$ cat config.mk
export PLATFORM = sky130hd
export DESIGN_NAME = decode_phase_hazard_ctrl_flat
export DESIGN_NICKNAME = d
export VERILOG_FILES = /design/src/rtl/decode_phase_hazard_ctrl_if.sv /design/src/rtl/decode_phase_hazard_ctrl.sv /design/src/flat_wrapper.sv
export SDC_FILE = /design/constraint.sdc
export NUM_CORES = 1
export LEC_CHECK = 0
export CAP_MARGIN = 20
export CORE_ASPECT_RATIO = 0.75
export CORE_UTILIZATION = 40
export DETAILED_ROUTE_END_ITERATION = 8
export PLACE_DENSITY_LB_ADDON = 0.3
export SYNTH_ARGS = -nofsm -noshare
export SYNTH_HDL_FRONTEND = slang
export SYNTH_SLANG_ARGS = --single-unit
$ cat constraint.sdc
create_clock -name clk -period 2.9 [get_ports clk]
set_clock_uncertainty 0.1 [all_clocks]
set_input_delay 0.58 -clock clk [delete_from_list [all_inputs] [get_ports clk]]
set_output_delay 0.58 -clock clk [all_outputs]
set_load 0.005 [all_outputs]
$ cat src/rtl/decode_phase_hazard_ctrl_if.sv
// Decode-slot operand/writer description in, stall and per-operand forward selects out.
// master drives the decode side; slave is the hazard controller.
interface decode_phase_hazard_ctrl_if #(
  parameter int POST_DEC_LD = 3,
  parameter int REG_IDX_W   = 5,
  parameter int LAT_W       = 2
);
  logic                   dec_valid;
  logic [REG_IDX_W-1:0]   dec_d_idx;
  logic [REG_IDX_W-1:0]   dec_s_idx;
  logic [REG_IDX_W-1:0]   dec_t_idx;
  logic [2:0]             dec_use_dst;
  logic                   dec_wr_en;
  logic [REG_IDX_W-1:0]   dec_wr_idx;
  logic [LAT_W-1:0]       dec_wr_lat;
  logic                   ext_stall;
  logic                   flush;
  logic                   stall;
  logic [POST_DEC_LD-1:0] fwd_d;
  logic [POST_DEC_LD-1:0] fwd_s;
  logic [POST_DEC_LD-1:0] fwd_t;
  logic [31:0]            stall_cnt;

  modport master (
    output dec_valid, dec_d_idx, dec_s_idx, dec_t_idx, dec_use_dst,
    output dec_wr_en, dec_wr_idx, dec_wr_lat, ext_stall, flush,
    input  stall, fwd_d, fwd_s, fwd_t, stall_cnt
  );

  modport slave (
    input  dec_valid, dec_d_idx, dec_s_idx, dec_t_idx, dec_use_dst,
    input  dec_wr_en, dec_wr_idx, dec_wr_lat, ext_stall, flush,
    output stall, fwd_d, fwd_s, fwd_t, stall_cnt
  );
endinterface

$ cat src/rtl/decode_phase_hazard_ctrl.sv
// In-flight writer scoreboard for the post-decode stages: picks the youngest producer per
// read operand, forwards it when its result is ready, otherwise stalls decode.
module decode_phase_hazard_ctrl #(
  parameter int POST_DEC_LD = 3,
  parameter int REG_IDX_W   = 5,
  parameter int RIP_IDX     = 16,
  parameter int LAT_W       = 2
) (
  input logic                  clk,
  input logic                  rstn,
  decode_phase_hazard_ctrl_if.slave bus
);
  localparam int NOPS = 3;
  localparam logic [REG_IDX_W-1:0] RIP = REG_IDX_W'(RIP_IDX);

  typedef struct packed {
    logic                 vld;
    logic [REG_IDX_W-1:0] idx;
    logic [LAT_W-1:0]     rem;
  } entry_t;

  entry_t                 entry_reg [POST_DEC_LD];
  entry_t                 entry_next;
  logic [31:0]            stall_cnt_reg;
  logic [REG_IDX_W-1:0]   op_idx [NOPS];
  logic [NOPS-1:0]        op_use;
  logic [NOPS-1:0]        op_haz;
  logic [POST_DEC_LD-1:0] op_fwd [NOPS];
  logic                   haz;
  logic                   live_haz;

  // Operand order 0/1/2 = d/s/t; dec_use_dst is packed {d,s,t}.
  assign op_idx[0] = bus.dec_d_idx;
  assign op_idx[1] = bus.dec_s_idx;
  assign op_idx[2] = bus.dec_t_idx;
  assign op_use    = {bus.dec_use_dst[0], bus.dec_use_dst[1], bus.dec_use_dst[2]};

  for (genvar gi = 0; gi < NOPS; gi++) begin : g_op
    logic [POST_DEC_LD-1:0] match;
    logic [POST_DEC_LD-1:0] fwd_sel;
    logic                   pend;

    always_comb begin
      match   = '0;
      fwd_sel = '0;
      pend    = 1'b0;
      for (int k = 0; k < POST_DEC_LD; k++) begin
        match[k] = op_use[gi] & entry_reg[k].vld & (entry_reg[k].idx == op_idx[gi])
                   & (op_idx[gi] != RIP);
      end
      // Walk oldest to youngest so the youngest match is the one left standing.
      for (int k = POST_DEC_LD - 1; k >= 0; k--) begin
        if (match[k]) begin
          fwd_sel = '0;
          pend    = 1'b0;
          if (entry_reg[k].rem == '0) fwd_sel[k] = 1'b1;
          else                        pend       = 1'b1;
        end
      end
    end

    assign op_fwd[gi] = fwd_sel;
    assign op_haz[gi] = pend;
  end

  assign haz      = bus.dec_valid & (|op_haz);
  // A flushed instruction is dead, so its hazard neither stalls nor counts.
  assign live_haz = haz & ~bus.flush;

  always_comb begin
    entry_next.vld = bus.dec_valid & bus.dec_wr_en & ~haz & ~bus.flush & (bus.dec_wr_idx != RIP);
    entry_next.idx = bus.dec_wr_idx;
    entry_next.rem = bus.dec_wr_lat;
  end

  always_ff @(posedge clk or negedge rstn) begin
    if (!rstn) begin
      for (int k = 0; k < POST_DEC_LD; k++) entry_reg[k] <= '0;
      stall_cnt_reg <= '0;
    end else if (!bus.ext_stall) begin
      entry_reg[0] <= entry_next;
      for (int k = 1; k < POST_DEC_LD; k++) begin
        entry_reg[k].vld <= entry_reg[k-1].vld;
        entry_reg[k].idx <= entry_reg[k-1].idx;
        entry_reg[k].rem <= (entry_reg[k-1].rem == '0) ? '0 : entry_reg[k-1].rem - LAT_W'(1);
      end
      if (live_haz) stall_cnt_reg <= stall_cnt_reg + 32'd1;
    end
  end

  // Outputs are forced low while reset is held, including the ext_stall pass-through.
  assign bus.stall     = rstn & (live_haz | bus.ext_stall);
  assign bus.fwd_d     = rstn ? op_fwd[0] : '0;
  assign bus.fwd_s     = rstn ? op_fwd[1] : '0;
  assign bus.fwd_t     = rstn ? op_fwd[2] : '0;
  assign bus.stall_cnt = stall_cnt_reg;

  a_wr_lat_legal: assert property (@(posedge clk) disable iff (!rstn)
    (bus.dec_valid & bus.dec_wr_en) |-> (int'(bus.dec_wr_lat) < POST_DEC_LD));

endmodule

$ cat src/flat_wrapper.sv
// flat-port wrapper written by rule: the top's interface ports become plain ports
module decode_phase_hazard_ctrl_flat 
#(
  parameter int POST_DEC_LD = 3,
  parameter int REG_IDX_W   = 5,
  parameter int RIP_IDX     = 16,
  parameter int LAT_W       = 2
)
  (clk, rstn, bus_dec_valid, bus_dec_d_idx, bus_dec_s_idx, bus_dec_t_idx, bus_dec_use_dst, bus_dec_wr_en, bus_dec_wr_idx, bus_dec_wr_lat, bus_ext_stall, bus_flush, bus_stall, bus_fwd_d, bus_fwd_s, bus_fwd_t, bus_stall_cnt);
  decode_phase_hazard_ctrl_if #(.POST_DEC_LD(POST_DEC_LD), .REG_IDX_W(REG_IDX_W), .LAT_W(LAT_W)) bus_i ();
  input logic clk;
  input logic rstn;
  input wire logic [$bits(bus_i.dec_valid)-1:0] bus_dec_valid;
  input wire logic [$bits(bus_i.dec_d_idx)-1:0] bus_dec_d_idx;
  input wire logic [$bits(bus_i.dec_s_idx)-1:0] bus_dec_s_idx;
  input wire logic [$bits(bus_i.dec_t_idx)-1:0] bus_dec_t_idx;
  input wire logic [$bits(bus_i.dec_use_dst)-1:0] bus_dec_use_dst;
  input wire logic [$bits(bus_i.dec_wr_en)-1:0] bus_dec_wr_en;
  input wire logic [$bits(bus_i.dec_wr_idx)-1:0] bus_dec_wr_idx;
  input wire logic [$bits(bus_i.dec_wr_lat)-1:0] bus_dec_wr_lat;
  input wire logic [$bits(bus_i.ext_stall)-1:0] bus_ext_stall;
  input wire logic [$bits(bus_i.flush)-1:0] bus_flush;
  output wire logic [$bits(bus_i.stall)-1:0] bus_stall;
  output wire logic [$bits(bus_i.fwd_d)-1:0] bus_fwd_d;
  output wire logic [$bits(bus_i.fwd_s)-1:0] bus_fwd_s;
  output wire logic [$bits(bus_i.fwd_t)-1:0] bus_fwd_t;
  output wire logic [$bits(bus_i.stall_cnt)-1:0] bus_stall_cnt;
  assign bus_i.dec_valid = bus_dec_valid;
  assign bus_i.dec_d_idx = bus_dec_d_idx;
  assign bus_i.dec_s_idx = bus_dec_s_idx;
  assign bus_i.dec_t_idx = bus_dec_t_idx;
  assign bus_i.dec_use_dst = bus_dec_use_dst;
  assign bus_i.dec_wr_en = bus_dec_wr_en;
  assign bus_i.dec_wr_idx = bus_dec_wr_idx;
  assign bus_i.dec_wr_lat = bus_dec_wr_lat;
  assign bus_i.ext_stall = bus_ext_stall;
  assign bus_i.flush = bus_flush;
  assign bus_stall = bus_i.stall;
  assign bus_fwd_d = bus_i.fwd_d;
  assign bus_fwd_s = bus_i.fwd_s;
  assign bus_fwd_t = bus_i.fwd_t;
  assign bus_stall_cnt = bus_i.stall_cnt;
  decode_phase_hazard_ctrl #(.POST_DEC_LD(POST_DEC_LD), .REG_IDX_W(REG_IDX_W), .RIP_IDX(RIP_IDX), .LAT_W(LAT_W)) u_core (.clk(clk), .rstn(rstn), .bus(bus_i));
endmodule
==> results.cfg, run 1 <==
[grt]
global_route.usage.total_pct = 22.3
antenna_found_initial = 0
maximum_number_of_pins_on_one_net_before_global_route_repair = 43
globalRouteOverflowTotal = 0
grt_first_pass_wirelength_mm = 16.5
via_count_of_the_first_global_routing_pass = 3220

[final_layout]
antennaDiodeCount = 0
drive_above_1_share_pct = 35.4
largest_reg_flops = 32
final_design_area_no_fill_um2 = 5210
finish.cell_count_without_fillers = 586
finish.net_count = 509
areaGrowthSynthToFinish_pct = 43.3
layout_common_cells = 70 x sky130_fd_sc_hd__buf_4, 53 x sky130_fd_sc_hd__dfrtp_1, 45 x sky130_fd_sc_hd__clkdlybuf4s50_1, 44 x sky130_fd_sc_hd__xor2_1, 26 x sky130_fd_sc_hd__xnor2_1
mostFrequentLayoutCell = sky130_fd_sc_hd__buf_4

[timing]
setup-violations-final = 1
maxClockFrequency_ghz = 0.332
slew-limit-headroom_pct = 55.7
grt_setup_unrepaired = yes
finalWorstSetupSlack_ns = -0.111
whs_ns = 0.269
final_period_utilization_pct = 104
period_minus_slack_ns = 3.01
report.final.slew_viol_count = 0
tightestPinTransition_ns = 0.657
final_hold_violation_count = 0

[routing]
num_vias = 3177
drt.antenna.violating_nets = 0
drcViolationCount = 4
drt_pre_antenna_iters = 6
dr_wl_met2_mm = 4.55
drt-vias-per-instance = 5.42
drt_wl_total_mm = 10.1
drtIter0Drc = 125
top_layer_used_by_detailed_routing = met4
routedLengthMet1_mm = 4.91
avgRoutedWirePerCell_um = 17.2
routed-wl-met3_um = 482

[clock_tree]
h-tree-depth = 2
holdBufCountCts = 0
cts_tree = done
clk_transition_reported_paths_ns = 0.07
clk_path_buf_depth = 2
cts.root.buffer_cell = sky130_fd_sc_hd__clkbuf_16
clkSinkCount = 56
clkLatencyLatePin_ns = 0.30
tritoncts.num_buffers = 5

[logic_synthesis]
asyncSetResetFlopFracSynth_pct = 100
synth_sequential_area_ratio_pct = 38.5
synth-warning-count = 0
syn_inst = 342
syn_area_per_cell_um2 = 10.6
synth.distinct_cells = 48
syn_area_um2 = 3640
ys_ff_latch = 56
synthesis.nets = 374
number_of_flops_mapped_to_enable_cells_by_yosys = 0
postSynth.topFlopCell = sky130_fd_sc_hd__dfrtp_1

[critical_path]
worstPathCellList = buf_8, or4b_4, o21ai_4, nor2_2, a21o_1, o21ai_4, a31oi_1, o21a_1, buf_2
critical_path_class = input pin to output pin
critical_path.most_common_cell = sky130_fd_sc_hd__o21ai_4
number_of_buffer_and_inverter_instances_along_the_worst_setup_path = 2
crit_path_end_kind = output pin
rrSetupSlack_ns = 0.16
worstPathMaxFanout = 4
required_ns = 2.22
cp_data_arrival_time_ns = 2.33
setup.worst_path.start_class = input pin
crit_family = compound AO/OA/AOI/OAI gates
cp_slowest_cell = sky130_fd_sc_hd__or4b_4
worst_path_largest_cell_delay_ns = 0.54

[power_and_ir_drop]
cellLeakagePower_nw = 2.24
pwr_density_cell_nw_per_um2 = 378
ir_drop_mv = 0.274
report.power.total_mw = 1.97

[run_status]
run_status = finished, violations left
failed_checks = DRC, setup timing

[placement]
buffer_ports.inserted = 72
detailed_place_hpwl_mm = 7.35
placed_area_um2 = 4850
final_weighted_congestion_in_routability_driven_placement = 0.854
place_inst = 565

[floorplan]
rows = 29
chipHeight_um = 84.6
die_boundary_width_um = 112
initial_core_utilization_pct = 42.1
top_level_ports = 73
die_area_um2 = 9480
core_um2 = 8640

[job]
max_cap_violations = 0

[min_path]
hold_path.class = input pin to asynchronous set/reset pin
==> power by group <==
group,total [mW],leakage [nW],internal (mW),switching [mW]
logic,0.448,1.43,0.249,0.199
clock network,0.620,0.0712,0.346,0.275
registers,0.902,0.732,0.827,0.0748
total,1.97,2.24,1.42,0.549
==> worst paths after layout <==
kind	from	depth (start not counted)	end
setup / recovery	bus_dec_t_idx[1]	9	bus_stall
setup reg to reg	u_core.entry_reg[10]	10	u_core.bus.stall_cnt[1]
min in group clk	u_core.bus.stall_cnt[31]	1	u_core.bus.stall_cnt[31]
hold / removal	rstn	2	u_core.bus.stall_cnt[21]
hold reg to reg	u_core.bus.stall_cnt[31]	1	u_core.bus.stall_cnt[31]
max in group asynchronous	rstn	2	u_core.entry_reg[21]
==> worst reg2reg max path, cell delays in order (launching register included) <==
cell                       delay (ns)
sky130_fd_sc_hd__dfrtp_1         0.41
sky130_fd_sc_hd__buf_4           0.16
sky130_fd_sc_hd__xnor2_1         0.14
sky130_fd_sc_hd__nand2_1         0.14
sky130_fd_sc_hd__or3_4           0.36
sky130_fd_sc_hd__a211oi_2        0.22
sky130_fd_sc_hd__a21o_2          0.12
sky130_fd_sc_hd__buf_4           0.10
sky130_fd_sc_hd__buf_4           0.36
sky130_fd_sc_hd__a31oi_2         0.21
sky130_fd_sc_hd__mux2_4          0.33
==> metal layers <==
metal	track usage [%]	vias to the layer above
li1	-	1540
met1	31.9	1546
met2	34.3	79
met3	4.40	12
met4	6.30	0
met5	0	-
==> cell type report <==
class                   instances  area (um^2)
repair buffers                144         1200
fillers                       756         3420
well taps                     108          135
multi-input cells             265         2310
clock buffers                   8          146
inverters                       5         18.8
flip-flops and latches         56         1410
==> through the flow <==
| stage | setup TNS (ns) | setup slack [ns] | utilization, % |
|---|---|---|---|
| global placement | -15.73 | -0.859 | 56.1 |
| global route | -0.197 | -0.186 | 60.4 |
| detailed placement | -17.00 | -0.846 | 56.1 |
| floorplan | -0.0231 | -0.0231 | - |
| finish | -0.111 | -0.111 | 60.4 |
| CTS | -0.187 | -0.135 | 59.4 |
==> logic make-up (layout without fill, tap and decap cells) <==
kind of cell | count (synthesis) | after routing | share of synthesized area, %
AO/OA/AOI/OAI | 55 | 55 | 15.5
XOR/XNOR | 76 | 76 | 18.3
adder cells (fa/ha/maj) | 1 | 1 | 0.344
buffers and inverters | 21 | 157 | 3.16
flip-flops | 56 | 56 | 38.5
multiplexers | 19 | 19 | 5.99
AND/OR/NAND/NOR | 114 | 114 | 18.2
==> synth_stat cells (3+ instances only) <==
library cell	instances	area share, %
sky130_fd_sc_hd__nand4_1	11	1.9
sky130_fd_sc_hd__nand2b_1	6	1.0
sky130_fd_sc_hd__a311oi_1	17	4.1
sky130_fd_sc_hd__buf_6	3	0.93
sky130_fd_sc_hd__nand3_1	15	2.1
sky130_fd_sc_hd__nand2_1	23	2.4
sky130_fd_sc_hd__inv_1	5	0.52
sky130_fd_sc_hd__a311oi_2	13	5.4
sky130_fd_sc_hd__and3_1	10	1.7
sky130_fd_sc_hd__o21ai_0	9	1.2
sky130_fd_sc_hd__xor2_1	45	11
sky130_fd_sc_hd__clkbuf_1	7	0.72
sky130_fd_sc_hd__or3_1	8	1.4
sky130_fd_sc_hd__mux2_2	18	5.6
sky130_fd_sc_hd__xnor2_1	31	7.5
sky130_fd_sc_hd__a211oi_1	3	0.62
sky130_fd_sc_hd__and4_1	4	0.96
sky130_fd_sc_hd__buf_4	3	0.62
sky130_fd_sc_hd__dfrtp_1	56	39
sky130_fd_sc_hd__o21ai_4	3	1.3
sky130_fd_sc_hd__nor2_1	4	0.41
sky130_fd_sc_hd__nor3_1	9	1.2
sky130_fd_sc_hd__nor4_1	9	1.5
==> repair_timing <==
| action | CTS | global route |
|---|---|---|
| endpoints found under the setup margin | 42 | 8 |
| resized for setup | 94 | 27 |
| setup buffers | 7 | 6 |
| pin swaps | 29 | 15 |
No activity file was read; power rests on OpenSTA's default activity.
==> inputs of run 2 (changes only) <==
- CORE_UTILIZATION: 40 -> 46
- TNS_END_PERCENT: default -> 5
==> results.cfg, run 2 (same netlist as run 1, synthesis figures left out) <==
[final_layout]
mostFrequentLayoutCell = sky130_fd_sc_hd__buf_4
largest_reg_flops = 32
nFillCells = 618
areaGrowthSynthToFinish_pct = 39.7
postLayoutCoreUtil_pct = 67.8
antennaDiodeCount = 0
finish.cell_count_without_fillers = 575
drive_above_1_share_pct = 33.3
layout_common_cells = 62 x sky130_fd_sc_hd__buf_4, 56 x sky130_fd_sc_hd__dfrtp_1, 45 x sky130_fd_sc_hd__xor2_1, 45 x sky130_fd_sc_hd__clkdlybuf4s50_1, 29 x sky130_fd_sc_hd__xnor2_1
finish.net_count = 505

[routing]
drt_wl_total_mm = 9.71
drtIter0Drc = 157
top_layer_used_by_detailed_routing = met4
avgRoutedWirePerCell_um = 16.9
drt_pre_antenna_iters = 4
num_vias = 3232
drt-vias-per-instance = 5.62
drcViolationCount = 0
drt.antenna.violating_nets = 0
routed-wl-met3_um = 446
routedLengthMet1_mm = 4.66
dr_wl_met2_mm = 4.52

[grt]
globalRouteOverflowTotal = 0
grt_first_pass_wirelength_mm = 15.8
via_count_of_the_first_global_routing_pass = 3120
maximum_number_of_pins_on_one_net_before_global_route_repair = 56
global_route.usage.total_pct = 24.3
antenna_found_initial = 0

[timing]
slew-limit-headroom_pct = 54.1
timing.setup.tns_ns = -0.159
grt_setup_unrepaired = yes
report.final.slew_viol_count = 0
tightestPinTransition_ns = 0.689
maxClockFrequency_ghz = 0.327
finalWorstSetupSlack_ns = -0.159
final_hold_violation_count = 0
period_minus_slack_ns = 3.06
final_period_utilization_pct = 105
setup-violations-final = 1

[clock_tree]
cts_tree = done
clkLatencyLatePin_ns = 0.32
clk_path_buf_depth = 2
h-tree-depth = 2
cts.root.buffer_cell = sky130_fd_sc_hd__clkbuf_8
clk_transition_reported_paths_ns = 0.10
clkSinkCount = 56
tritoncts.num_buffers = 5

[power_and_ir_drop]
pwr_density_cell_nw_per_um2 = 349
cellLeakagePower_nw = 2.18
ir_drop_mv = 0.245

[floorplan]
initial_core_utilization_pct = 48.5
top_level_ports = 73
chipHeight_um = 79.0
core_um2 = 7500
die_area_um2 = 8270
rows = 27
die_boundary_width_um = 105

[critical_path]
crit_path_end_kind = output pin
required_ns = 2.22
critical_path_class = input pin to output pin
worstPathMaxFanout = 4
cp_data_arrival_time_ns = 2.38
setup.worst_path.start_class = input pin

[job]
max_cap_violations = 0

[placement]
final_weighted_congestion_in_routability_driven_placement = 0.878
place_inst = 557
detailed_place_hpwl_mm = 7.10
buffer_ports.inserted = 72

[min_path]
hold_path.class = input pin to asynchronous set/reset pin

[run_status]
failed_checks = setup timing
run_status = finished, violations left
==> run 2: through the flow <==
stage                     area [um^2]  total power [mW]  setup WS (ns)  hold slack (ns)
after CTS                        5030              1.77         -0.161            0.384
after global placement           4830              1.30         -0.739            0.305
after global routing             5080              1.86         -0.206            0.406
final                            5080              1.77         -0.159            0.383
after floorplan                  3640              1.09        -0.0231            0.184
after detailed placement         4830              1.31         -0.790            0.311
==> run 2: routing by layer <==
metal	track usage [%]	vias to the layer above
met2	38.4	90
met4	5.07	0
li1	-	1537
met3	3.78	7
met1	35.4	1598
met5	0	-
==> run 2: repair_timing <==
action | 4_1_cts | 5_1_grt
pin swaps | 25 | 15
endpoints found under the setup margin | 14 | 5
buffers inserted | 6 | 3
endpoints found under the hold margin | 1 | 0
gates resized for setup | 81 | 22
hold buffers | 1 | 0
==> run 2: critical path: stages <==
cell,delay [ns]
sky130_fd_sc_hd__clkdlybuf4s15_2,0.21
sky130_fd_sc_hd__or4b_4,0.53
sky130_fd_sc_hd__o21ai_4,0.20
sky130_fd_sc_hd__nor2_1,0.06
sky130_fd_sc_hd__a21o_1,0.23
sky130_fd_sc_hd__o21ai_4,0.14
sky130_fd_sc_hd__a31oi_1,0.10
sky130_fd_sc_hd__o21a_1,0.19
sky130_fd_sc_hd__buf_2,0.13
==> run 2: where the power goes <==
part | internal [mW] | leakage [nW] | total (mW) | switching [mW]
sequential | 0.826 | 0.735 | 0.894 | 0.0679
combinational | 0.237 | 1.41 | 0.441 | 0.204
clock | 0.172 | 0.0404 | 0.437 | 0.266
total | 1.23 | 2.18 | 1.77 | 0.538
==> run 2: worst paths after layout <==
| path | startpoint | to | slack [ns] | cells past startpoint |
|---|---|---|---|---|
| max | bus_dec_t_idx[1] | bus_stall | -0.16 | 9 |
| min | rstn | u_core.entry_reg[1] | 0.38 | 2 |
| max reg2reg | u_core.entry_reg[10] | u_core.bus.stall_cnt[1] | 0.09 | 10 |
| min reg2reg | u_core.bus.stall_cnt[31] | u_core.bus.stall_cnt[31] | 0.38 | 1 |
| max in group asynchronous | rstn | u_core.bus.stall_cnt[10] | 1.84 | 2 |
| min in group clk | u_core.bus.stall_cnt[31] | u_core.bus.stall_cnt[31] | 0.38 | 1 |
==> run 2: final cells by class <==
class                      count  area (um^2)  share of cell area [%]
tap                          101          126                    2.49
timing repair buffer         140         1180                    23.2
clock inverter                 3         23.8                   0.468
inverter                       5         18.8                   0.369
sequential                    56         1400                    27.6
clock buffer                   5         68.8                    1.35
multi-input combinational    265         2260                    44.6
==> inputs of run 3 (changes only) <==
- GPL_TIMING_DRIVEN: default -> 0
- SKIP_LAST_GASP: default -> 1
==> results.cfg, run 3 (same netlist as run 1, synthesis figures left out) <==
[run_status]
run_status = finished, violations left
failed_checks = setup timing

[routing]
drcViolationCount = 0
avgRoutedWirePerCell_um = 17.8
drt.antenna.violating_nets = 0
num_vias = 3140
drt_pre_antenna_iters = 4
drtIter0Drc = 145
drt_wl_total_mm = 9.68
drt-vias-per-instance = 5.78

[floorplan]
die_area_um2 = 8270
top_level_ports = 73
die_boundary_width_um = 105
rows = 27
initial_core_utilization_pct = 48.5
core_um2 = 7500
chipHeight_um = 79.0

[grt]
globalRouteOverflowTotal = 0
grt_first_pass_wirelength_mm = 15.3
via_count_of_the_first_global_routing_pass = 2956
maximum_number_of_pins_on_one_net_before_global_route_repair = 41
global_route.usage.total_pct = 23.6
antenna_found_initial = 0

[clock_tree]
clk_transition_reported_paths_ns = 0.11
holdBufCountCts = 0
cts.root.buffer_cell = sky130_fd_sc_hd__clkbuf_8
clkLatencyLatePin_ns = 0.33
h-tree-depth = 2
tritoncts.num_buffers = 5
cts_tree = done
clkSinkCount = 56
clk_path_buf_depth = 2

[final_layout]
layout_common_cells = 51 x sky130_fd_sc_hd__clkdlybuf4s50_1, 51 x sky130_fd_sc_hd__dfrtp_1, 45 x sky130_fd_sc_hd__xor2_1, 30 x sky130_fd_sc_hd__xnor2_1, 23 x sky130_fd_sc_hd__nand2_1
finish.net_count = 473
largest_reg_flops = 32
finish.cell_count_without_fillers = 543
areaGrowthSynthToFinish_pct = 34.5
drive_above_1_share_pct = 27.6
antennaDiodeCount = 0

[critical_path]
cp_slowest_cell = sky130_fd_sc_hd__or4b_4
r2r_end = u_core.bus.stall_cnt[27]
timing.critical_path.from = bus_dec_t_idx[2]
crit_path_end_kind = output pin
critical_path.reg2reg.startpoint = u_core.bus.stall_cnt[0]
crit_family = compound AO/OA/AOI/OAI gates
worstPathMaxFanout = 4
cp_data_arrival_time_ns = 2.39
critical_path_class = input pin to output pin
setup.worst_path.start_class = input pin
number_of_buffer_and_inverter_instances_along_the_worst_setup_path = 3
reg2regPathDepth = 7
required_ns = 2.22
worst_path_largest_cell_delay_ns = 0.53
worstPathCellList = buf_2, or4b_4, o21ai_4, nor3_4, a21o_1, o21ai_4, buf_6, a31oi_4, o21a_1, buf_2
rrSetupSlack_ns = 0.15

[placement]
buffer_ports.inserted = 72
place_inst = 516
post-place-ws_ns = -1.29
final_weighted_congestion_in_routability_driven_placement = 0.933
detailed_place_hpwl_mm = 6.88

[timing]
finalWorstSetupSlack_ns = -0.172
maxClockFrequency_ghz = 0.325
final_period_utilization_pct = 106
tightestPinTransition_ns = 0.921
grt_setup_unrepaired = yes
whs_ns = 0.0914
period_minus_slack_ns = 3.07
final_hold_violation_count = 0
slew-limit-headroom_pct = 38.0
timing.setup.tns_ns = -0.622
setup-violations-final = 6
report.final.slew_viol_count = 0

[power_and_ir_drop]
ir_drop_mv = 0.243
report.power.total_mw = 1.82
cellLeakagePower_nw = 2.00
pwr_density_cell_nw_per_um2 = 371

[min_path]
hold_path.class = input pin to asynchronous set/reset pin

[job]
max_cap_violations = 0
==> run 3: area by class of cell <==
| type | instances | area (um^2) |
|---|---|---|
| Fill cell | 607 | 2610 |
| Multi-Input combinational cell | 265 | 2270 |
| Sequential cell | 56 | 1410 |
| Timing Repair Buffer | 93 | 860 |
| Tap cell | 101 | 126 |
| Buffer | 15 | 95.1 |
| Clock buffer | 5 | 68.8 |
| Clock inverter | 3 | 47.5 |
| Inverter | 5 | 18.8 |
==> run 3: how the worst max path moves through the flow <==
| stage | depth (start not counted) | endpoint |
|---|---|---|
| floorplan | 8 | bus_stall |
| global placement | 4 | bus_fwd_t[1] |
| detailed placement | 9 | bus_stall |
| CTS | 10 | bus_stall |
| global route | 10 | bus_stall |
| finish | 10 | bus_stall |
==> run 3: power breakdown <==
part | internal [mW] | total, mW | switching, mW
combinational | 0.187 | 0.362 | 0.174
clock | 0.261 | 0.538 | 0.278
sequential | 0.827 | 0.915 | 0.0879
==> run 3: per-stage QoR <==
stage / area [um^2] / utilization, %
floorplan: 3640 / -
global placement: 4480 / 59.8
detailed placement: 4500 / 60.0
CTS: 4810 / 64.1
global route: 4890 / 65.2
finish: 4890 / 65.2
==> run 3: timing repair <==
| item | CTS | global route |
|---|---|---|
| buffers inserted | 13 | 7 |
| setup endpoints to repair | 39 | 15 |
| pin swaps | 19 | 17 |
| resized for setup | 86 | 25 |
==> run 3: routing by layer <==
| metal | track usage [%] | share of wire, % | vias up |
|---|---|---|---|
| met1 | 35.8 | 49 | 1553 |
| li1 | - | - | 1465 |
| met2 | 35.6 | 44 | 111 |
| met3 | 4.11 | 6.1 | 11 |
| met4 | 4.08 | 0.82 | 0 |
| met5 | 0 | 0 | - |
==> run 3: worst register-to-register path, cell delays in order, from the launching register on <==
cell and delay (ns):
sky130_fd_sc_hd__dfrtp_1 0.43, sky130_fd_sc_hd__and3_1 0.22, sky130_fd_sc_hd__nand4_1 0.20, sky130_fd_sc_hd__or2_1 0.32, sky130_fd_sc_hd__nor3_1 0.65, sky130_fd_sc_hd__nand3_1 0.15, sky130_fd_sc_hd__a311oi_1 0.43, sky130_fd_sc_hd__xor2_1 0.18
